[config.mk]
export PLATFORM = sky130hd
export DESIGN_NAME = simd_warp_issue
export DESIGN_NICKNAME = d
export VERILOG_FILES = /design/src/rtl/simd_pkg.sv /design/src/rtl/simd_result_collector.sv /design/src/rtl/simd_warp_issue.sv
export SDC_FILE = /design/constraint.sdc
export NUM_CORES = 2
export LEC_CHECK = 0
export CAP_MARGIN = 20
export CORE_AREA = 2 2 762 764
export DETAILED_ROUTE_END_ITERATION = 10
export DIE_AREA = 0 0 764 766
export DONT_BUFFER_PORTS = 1
export PLACE_DENSITY = 0.31
export SYNTH_ARGS = -nofsm -noshare
export SYNTH_HDL_FRONTEND = slang
export SYNTH_SLANG_ARGS = --single-unit
[constraint.sdc]
create_clock -name clk -period 6.4 [get_ports clk]
set_input_delay 1.28 -clock clk [delete_from_list [all_inputs] [get_ports clk]]
set_output_delay 1.28 -clock clk [all_outputs]
set_load 0.02 [all_outputs]
[src/rtl/simd_pkg.sv]
// Shared opcodes, FSM state encoding and default element width for the warp issue sequencer.
package simd_pkg;

  localparam int unsigned SIMD_W = 32;

  localparam logic [1:0] OP_ADD = 2'b00;
  localparam logic [1:0] OP_MUL = 2'b01;
  localparam logic [1:0] OP_AND = 2'b10;
  localparam logic [1:0] OP_NOP = 2'b11;

  typedef logic [1:0] state_t;

  localparam state_t ST_IDLE  = 2'd0;
  localparam state_t ST_RUN   = 2'd1;
  localparam state_t ST_DRAIN = 2'd2;
  localparam state_t ST_DONE  = 2'd3;

endpackage

[src/rtl/simd_result_collector.sv]
// Warp result buffer: cleared when an instruction is accepted, then filled one
// pass slice at a time with only the active lane results written.
module simd_result_collector
  import simd_pkg::*;
#(
  parameter int unsigned W     = SIMD_W,
  parameter int unsigned LANES = 4,
  parameter int unsigned WARP  = 16,
  parameter int unsigned PIW   = 3
) (
  input  logic                 clk,
  input  logic                 rst,
  input  logic                 i_clear,
  input  logic                 i_cap_vld,
  input  logic [PIW-1:0]       i_cap_idx,
  input  logic [LANES-1:0]     i_cap_mask,
  input  logic [LANES*W-1:0]   i_lane_out,
  output logic [WARP*W-1:0]    o_result
);

  logic [WARP*W-1:0] r_buf;

  always_ff @(posedge clk) begin
    if (rst) begin
      r_buf <= '0;
    end else if (i_clear) begin
      r_buf <= '0;
    end else if (i_cap_vld) begin
      for (int l = 0; l < int'(LANES); l++) begin
        if (i_cap_mask[l]) begin
          r_buf[(32'(i_cap_idx) * LANES + 32'(l)) * W +: W] <= i_lane_out[l*W +: W];
        end
      end
    end
  end

  assign o_result = r_buf;

endmodule

[src/rtl/simd_warp_issue.sv]
// Warp issue/collect sequencer driving LANES physical lanes over WARP/LANES passes.
// Build option SIMD_ISSUE_SKIP_EN: passes whose mask slice is all zero are not issued.
module simd_warp_issue
  import simd_pkg::*;
#(
  parameter int unsigned W     = SIMD_W,
  parameter int unsigned LANES = 4,
  parameter int unsigned WARP  = 16
) (
  input  logic                 clk,
  input  logic                 rst,
  input  logic                 in_valid,
  output logic                 in_ready,
  input  logic [1:0]           in_opcode,
  input  logic [WARP-1:0]      in_mask,
  input  logic [WARP*W-1:0]    in_a,
  input  logic [WARP*W-1:0]    in_b,
  output logic [LANES-1:0]     lane_active,
  output logic [1:0]           lane_opcode,
  output logic [LANES*W-1:0]   lane_a,
  output logic [LANES*W-1:0]   lane_b,
  input  logic [LANES*W-1:0]   lane_out,
  output logic                 out_valid,
  input  logic                 out_ready,
  output logic [WARP*W-1:0]    out_result,
  output logic [WARP-1:0]      out_mask
);

  localparam int unsigned P   = WARP / LANES;
  localparam int unsigned PIW = $clog2(P + 1);

  state_t              r_state;
  logic [PIW-1:0]      r_pass;
  logic [1:0]          r_op;
  logic [WARP-1:0]     r_mask;
  logic [WARP*W-1:0]   r_a;
  logic [WARP*W-1:0]   r_b;
  logic                r_cap_vld;
  logic [PIW-1:0]      r_cap_idx;
  logic [LANES-1:0]    r_cap_mask;
  logic                r_in_ready;
  logic                r_out_valid;
  logic [LANES-1:0]    r_lane_active;
  logic [1:0]          r_lane_op;
  logic [LANES*W-1:0]  r_lane_a;
  logic [LANES*W-1:0]  r_lane_b;

  state_t              w_state_nxt;
  logic [PIW-1:0]      w_pass_nxt;
  logic                w_accept;
  logic                w_issue;
  int unsigned         w_sel;
  logic [1:0]          w_src_op;
  logic [WARP-1:0]     w_src_mask;
  logic [WARP*W-1:0]   w_src_a;
  logic [WARP*W-1:0]   w_src_b;

`ifdef SIMD_ISSUE_SKIP_EN
  // Lowest pass index >= from whose mask slice is non-zero; P when none remain.
  function automatic logic [PIW-1:0] next_active(input logic [WARP-1:0] mask,
                                                  input int unsigned from);
    next_active = PIW'(P);
    for (int j = int'(P) - 1; j >= 0; j--) begin
      if (32'(j) >= from && mask[j*LANES +: LANES] != '0) next_active = PIW'(j);
    end
  endfunction
`endif

  always_comb begin
    w_state_nxt = r_state;
    w_pass_nxt  = r_pass;
    w_accept    = 1'b0;
    case (r_state)
      ST_IDLE: begin
        if (in_valid && r_in_ready) begin
          w_accept = 1'b1;
`ifdef SIMD_ISSUE_SKIP_EN
          // An empty mask still spends one drain cycle: latency is issued passes + 1.
          w_pass_nxt  = next_active(in_mask, 0);
          w_state_nxt = (w_pass_nxt == PIW'(P)) ? ST_DRAIN : ST_RUN;
`else
          w_pass_nxt  = '0;
          w_state_nxt = ST_RUN;
`endif
        end
      end
      ST_RUN: begin
`ifdef SIMD_ISSUE_SKIP_EN
        w_pass_nxt = next_active(r_mask, 32'(r_pass) + 1);
        if (w_pass_nxt == PIW'(P)) w_state_nxt = ST_DRAIN;
`else
        if (r_pass == PIW'(P - 1)) w_state_nxt = ST_DRAIN;
        else                       w_pass_nxt  = r_pass + 1'b1;
`endif
      end
      ST_DRAIN: w_state_nxt = ST_DONE;
      ST_DONE:  if (out_ready) w_state_nxt = ST_IDLE;
      default:  w_state_nxt = ST_IDLE;
    endcase
  end

  assign w_issue    = (w_state_nxt == ST_RUN);
  assign w_sel      = 32'(w_pass_nxt);
  assign w_src_op   = w_accept ? in_opcode : r_op;
  assign w_src_mask = w_accept ? in_mask   : r_mask;
  assign w_src_a    = w_accept ? in_a      : r_a;
  assign w_src_b    = w_accept ? in_b      : r_b;

  always_ff @(posedge clk) begin
    if (rst) r_state <= ST_IDLE;
    else     r_state <= w_state_nxt;
  end

  // Datapath: instruction latch, lane drive, and the one-cycle capture pipeline.
  always_ff @(posedge clk) begin
    if (rst) begin
      r_pass        <= '0;
      r_op          <= OP_NOP;
      r_mask        <= '0;
      r_a           <= '0;
      r_b           <= '0;
      r_cap_vld     <= 1'b0;
      r_cap_idx     <= '0;
      r_cap_mask    <= '0;
      r_in_ready    <= 1'b1;
      r_out_valid   <= 1'b0;
      r_lane_active <= '0;
      r_lane_op     <= OP_NOP;
      r_lane_a      <= '0;
      r_lane_b      <= '0;
    end else begin
      r_pass <= w_pass_nxt;
      if (w_accept) begin
        r_op   <= in_opcode;
        r_mask <= in_mask;
        r_a    <= in_a;
        r_b    <= in_b;
      end
      // Lanes register at the end of a RUN cycle; the buffer takes it one edge later.
      r_cap_vld   <= (r_state == ST_RUN);
      r_cap_idx   <= r_pass;
      r_cap_mask  <= r_lane_active;
      r_in_ready  <= (w_state_nxt == ST_IDLE);
      r_out_valid <= (w_state_nxt == ST_DONE);
      if (w_issue) begin
        r_lane_active <= w_src_mask[w_sel*LANES +: LANES];
        r_lane_op     <= w_src_op;
        r_lane_a      <= w_src_a[w_sel*LANES*W +: LANES*W];
        r_lane_b      <= w_src_b[w_sel*LANES*W +: LANES*W];
      end else begin
        r_lane_active <= '0;
        r_lane_op     <= OP_NOP;
        r_lane_a      <= '0;
        r_lane_b      <= '0;
      end
    end
  end

  simd_result_collector #(
    .W     (W),
    .LANES (LANES),
    .WARP  (WARP),
    .PIW   (PIW)
  ) u_collector (
    .clk        (clk),
    .rst        (rst),
    .i_clear    (w_accept),
    .i_cap_vld  (r_cap_vld),
    .i_cap_idx  (r_cap_idx),
    .i_cap_mask (r_cap_mask),
    .i_lane_out (lane_out),
    .o_result   (out_result)
  );

  assign in_ready    = r_in_ready;
  assign out_valid   = r_out_valid;
  assign out_mask    = r_mask;
  assign lane_active = r_lane_active;
  assign lane_opcode = r_lane_op;
  assign lane_a      = r_lane_a;
  assign lane_b      = r_lane_b;

endmodule

After elaboration in Yosys (flattened, before gate mapping)
Cells that the tools add are included.
Word-level totals
  bits in registers: 1831
  output and inout bits: 792
Operators by class
  add/subtract/negate cells: 8
  eq/ne operators: 6
  muxes and demuxes: 30
  reduce and logical (&&, ||, !) cells: 5
  shift-type cells: 11
  bitwise logic cells: 1
Operator list (count)
  512-bit two-way mux: 15
  512-bit bitwise mux: 4
  32-bit by 34-bit variable shift with 512-bit output, first input constant: 4
  32-bit by 34-bit indexed part select with 512-bit output: 4
  512-bit by 11-bit indexed part select with 128-bit output: 2
  32-bit negation with 34-bit output: 3
  10-bit negation with 34-bit output: 1
  16-bit two-way mux: 1
  16-bit by 6-bit indexed part select with 4-bit output: 1
  5-bit by 2-bit adder with 6-bit output, second input constant: 2
  2-bit two-way mux: 4
  2-bit case mux with 4 select lines: 1
  5-bit by 1-bit adder with 6-bit output, second input constant: 1
  2-bit == test, second input constant: 3
  3-bit two-way mux: 2
  3-bit case mux with 2 select lines: 1
  2-bit by 1-bit == test with 1-bit output, second input constant: 2
  2-bit logical NOT: 2
  2-bit OR reduction: 2
  3-bit by 1-bit adder with 3-bit output, second input constant: 1
  3-bit by 2-bit == test with 1-bit output, second input constant: 1
  1-bit two-way mux: 2
  1-bit logical AND: 1
  1-bit inverter: 1

Logic depth before layout (Yosys ltp)
  word-level depth: 19
  mapped depth: 10
  mapped depth without buffers: 7

By module
Synthesis repeated with hierarchy kept, for this count alone.
Second synthesis, totals
  cells, all modules: 9030
  area total of the unflattened synthesis: 73686.9 sq um
By module, submodules not included
  simd_warp_issue: times used 1, cells each 6947, area an instance 54935.2 sq um
  simd_result_collector: times used 1, cells each 2083, area an instance 18751.7 sq um

Worst setup path after synthesis
OpenSTA, ideal clock, no wires.
  path kind: in2reg
  start: in in_valid
  end: reg r_lane_b[52], in the netlist lane_b[52]
  data arrival time: 2.690 ns
  data required time: 6.312 ns
  setup time: 0.088 ns
  cell stages on the path: 8
  setup slack: 3.622 ns
  path through: a211oi_1 a2111oi_4 o21a_1 buf_4 nand3_4 buf_6 buf_6 o32ai_2
On the way
  cells in the longest elaborated chain, start to end: 6
  elaborated cells between the ends (all ways): 12
  classes of those cells: 1 x eq/ne; 1 x shift; 7 x mux; 1 x bitwise; 2 x reduce/logical
Ends and longest elaborated chain
  start, declared: line simd_warp_issue.sv:12  | input logic in_valid,
  1-bit logical AND *: line simd_warp_issue.sv:75  | if (in_valid && r_in_ready) begin
  branches (longest 5 deep; another with 512-bit two-way mux)
  end signal, assigned: line simd_warp_issue.sv:149  | r_lane_b <= w_src_b[w_sel*LANES*W +: LANES*W];
  end, declared: line simd_warp_issue.sv:46  | logic [LANES*W-1:0] r_lane_b;
Every way passes the cells marked *.
A chain may end at the register's enable or synchronous reset.

Worst setup path in the final report
  start: reg r_pass[0]
  end: reg r_lane_a[123], in the netlist lane_a[123]
On the way
  cells in the longest elaborated chain, start to end: 6
  elaborated cells between the ends (all ways): 11
  classes of those cells: 1 x add/sub; 2 x eq/ne; 1 x shift; 5 x mux; 1 x bitwise; 1 x reduce/logical
Ends and longest elaborated chain
  start, declared: line simd_warp_issue.sv:33  | logic [PIW-1:0] r_pass;
  start signal, assigned: line simd_warp_issue.sv:132  | r_pass <= w_pass_nxt;
  branches (longest 6 deep; another with 3-bit by 1-bit adder with 3-bit output)
  end signal, assigned: line simd_warp_issue.sv:148  | r_lane_a <= w_src_a[w_sel*LANES*W +: LANES*W];
  end, declared: line simd_warp_issue.sv:45  | logic [LANES*W-1:0] r_lane_a;
Several ways; the timed one is not identified.

==> impl_metrics.env <==
export IMPL_status="complete, no violations"
export IMPL_dieHeight_um=766
export IMPL_syn_inst=9271
export IMPL_grt_pass1_wl_um=650000
export IMPL_whs_ns=0.406
export IMPL_viasPerCell=3.98
export IMPL_postCtsHoldBufs=0
export IMPL_port_buffers=0
export IMPL_grt_max_degree=250
export IMPL_hold_path_class="in -> reg"
export IMPL_synth_edff_count=0
export IMPL_syn_avg_cell_area_um2=7.78
export IMPL_die_area_um2=585000
export IMPL_drc=0
export IMPL_synth_common_cells="nand2_1 (2,451), dfxtp_1 (1,831), a21oi_1 (1,365), clkbuf_1 (760), nor2_1 (685)"
export IMPL_finalSetupViolations=0
export IMPL_maxCapViolations=0
export IMPL_gp_congestion=0.868
export IMPL_grt_ovfl_total=0
export IMPL_critPathArrivalTime_ns=4.92
export IMPL_cts_sinks=1831
export IMPL_worst_pin_slew_ns=1.46
export IMPL_p_per_area_nw_per_um2=342
export IMPL_cp_start_kind="register"
export IMPL_rsz0062_at_grt="no"
export IMPL_slew_violations=0
export IMPL_grt_pass1_vias=64871
export IMPL_cts_resized=0
export IMPL_root_buffer="clkbuf_16"
export IMPL_synth_top_area_cell="dfxtp_1"
export IMPL_synth_distinct_cells=37
export IMPL_synth_top_area_share=0.508
export IMPL_required_ns=7.19
export IMPL_io_pins=1966
export IMPL_area_delta_synth_final_pct=23.8
export IMPL_synth_seq_cells=1831
export IMPL_endpoint_kind="register"
export IMPL_crit_fanout=43
export IMPL_num_rows=279
export IMPL_wl_per_cell_um=29.6
export IMPL_async_flop_share=0
export IMPL_cts_tree="yes"
export IMPL_vias=67142
export IMPL_fillers=66229
export IMPL_antenna_found_initial=191
export IMPL_fin_crit_sh=0.645
export IMPL_hold_viol=0
export IMPL_final_antenna_net_count=0
export IMPL_clock_skew_ns=0.0667
export IMPL_clkTransAtPathRegs_ns=0.06
export IMPL_initial_core_util=0.125
export IMPL_clk_path_buf_depth=4
export IMPL_drive_gt1_frac=0.0689
export IMPL_synth_net_count=10451
export IMPL_core_area_um2=576000
export IMPL_peakVddDrop_uv=255
export IMPL_slew_limit_headroom=0.0250
export IMPL_leakagePower_uw=0.0277
export IMPL_initialDrtViolationCount=5234
export IMPL_layout_nets=9980
export IMPL_period_needed_ns=4.13
export IMPL_finalSetupTns_ns=0
export IMPL_first_pass_iters=5
export IMPL_htree_levels=4
export IMPL_clock_latency_ns=0.97
export IMPL_wl_um=500000
export IMPL_numCtsBuffers=245
export IMPL_yosys_cell_count_top_type="nand2_1"
export IMPL_hpwl_um=359000
export IMPL_grt_usage=0.162
export IMPL_netlist_area_um2=72100
export IMPL_yosys_top_cells_area="dfxtp_1 (51%), nand2_1 (13%), a21oi_1 (9.5%), clkbuf_1 (4.0%), nand3_1 (3.6%)"
export IMPL_ys_warn_count=0
export IMPL_cts_setup_buffers=0
export IMPL_clock_fmax_ghz=0.242
export IMPL_yosysSeqAreaShare=0.508
export IMPL_synthFlopType="dfxtp_1"
export IMPL_critical_path_class="reg -> reg"
export IMPL_die_w_um=764
[worst max-delay path: stages, from the launching register on]
cell and delay [ns]:
dfxtp_1 0.63, ha_4 0.22, nor2b_1 0.71, nor3_4 0.05, buf_4 0.30, o21ai_4 0.48, buf_4 0.47, buf_4 0.60
o21ai_0 0.26, o32ai_1 0.18
[cells in the final DEF, fill, tap and decap left out, types with 9 or more instances in the layout]
| cell | count |
|---|---|
| clkbuf_16 | 245 |
| clkinv_2 | 36 |
| o32ai_1 | 193 |
| clkbuf_1 | 54 |
| diode_2 | 145 |
| o21ai_0 | 474 |
| nor2_4 | 10 |
| nand2_1 | 2449 |
| buf_4 | 104 |
| bufinv_16 | 22 |
| and3_1 | 215 |
| a22oi_1 | 192 |
| buf_12 | 43 |
| clkbuf_8 | 62 |
| a21oi_1 | 1364 |
| o21a_1 | 306 |
| o221ai_1 | 91 |
| nand3_1 | 508 |
| dfxtp_1 | 1831 |
| o32ai_2 | 21 |
| buf_16 | 9 |
| nor2_1 | 669 |
[sequential cells by signal, indices dropped and copies added, names as in the netlist, 3 cells and up]
| register | count |
|---|---|
| lane_a | 128 |
| lane_active | 4 |
| lane_b | 128 |
| out_mask | 16 |
| r_a | 512 |
| r_b | 512 |
| r_cap_idx | 3 |
| r_cap_mask | 4 |
| r_pass | 3 |
| u_collector.o_result | 512 |
[power breakdown]
group          switching, uW  leakage, uW  internal (uW)  total, uW
Combinational           2270      0.00862            812       3080
Sequential               751       0.0149          12000      12700
Clock                   6060      0.00415           8650      14700
[stage by stage]
step,cell area (um^2),power [uW],cells,worst slack [ns],utilization
2_1_floorplan,72100,14500,9271,3.62,-
3_3_place_gp,80300,16200,16274,1.63,0.139
3_5_place_dp,80400,16200,16278,1.56,0.139
4_1_cts,88800,31200,16726,1.98,0.154
5_1_grt,89100,31900,16829,1.90,0.155
6_report,89200,30500,16873,2.27,0.155
[area by class of cell]
class,count,area [um^2],share of cell area
sequential,1831,36700,0.411
clock buffer,361,7190,0.0805
timing repair buffer,156,1890,0.0212
antenna,145,363,0.00407
clock inverter,87,1260,0.0141
tap,7727,9670,0.108
multi-input combinational,6560,32200,0.361
inverter,6,22.5,0.000252
[layer usage]
metal,vias to the layer above,wire [um],track usage
met1,33187,185000,0.173
met5,-,736,0
met2,2335,248000,0.280
li1,30865,-,-
met3,641,48900,0.0662
met4,114,17500,0.0663
[worst paths after layout]
| path | start | endpoint | slack, ns | depth (start not counted) |
|---|---|---|---|---|
| max | r_pass[0]$_SDFF_PP0_ | lane_a[123]$_SDFF_PP0_ | 2.27 | 9 |
| min | rst | r_b[487]$_SDFF_PP0_ | 0.41 | 1 |
| max reg2reg | r_pass[0]$_SDFF_PP0_ | lane_a[123]$_SDFF_PP0_ | 2.27 | 9 |
| min reg2reg | r_b[457]$_SDFF_PP0_ | r_b[457]$_SDFF_PP0_ | 0.45 | 2 |
[cell families after synthesis]
logic type                 share of synthesized area
and+or+nand+nor                                0.221
AOI/OAI and AO/OA                              0.220
DFF                                            0.508
buffers and inverters                         0.0491
adders and majority gates                    0.00104
muxes                                       0.000278
(Power assumes the default switching activity.)
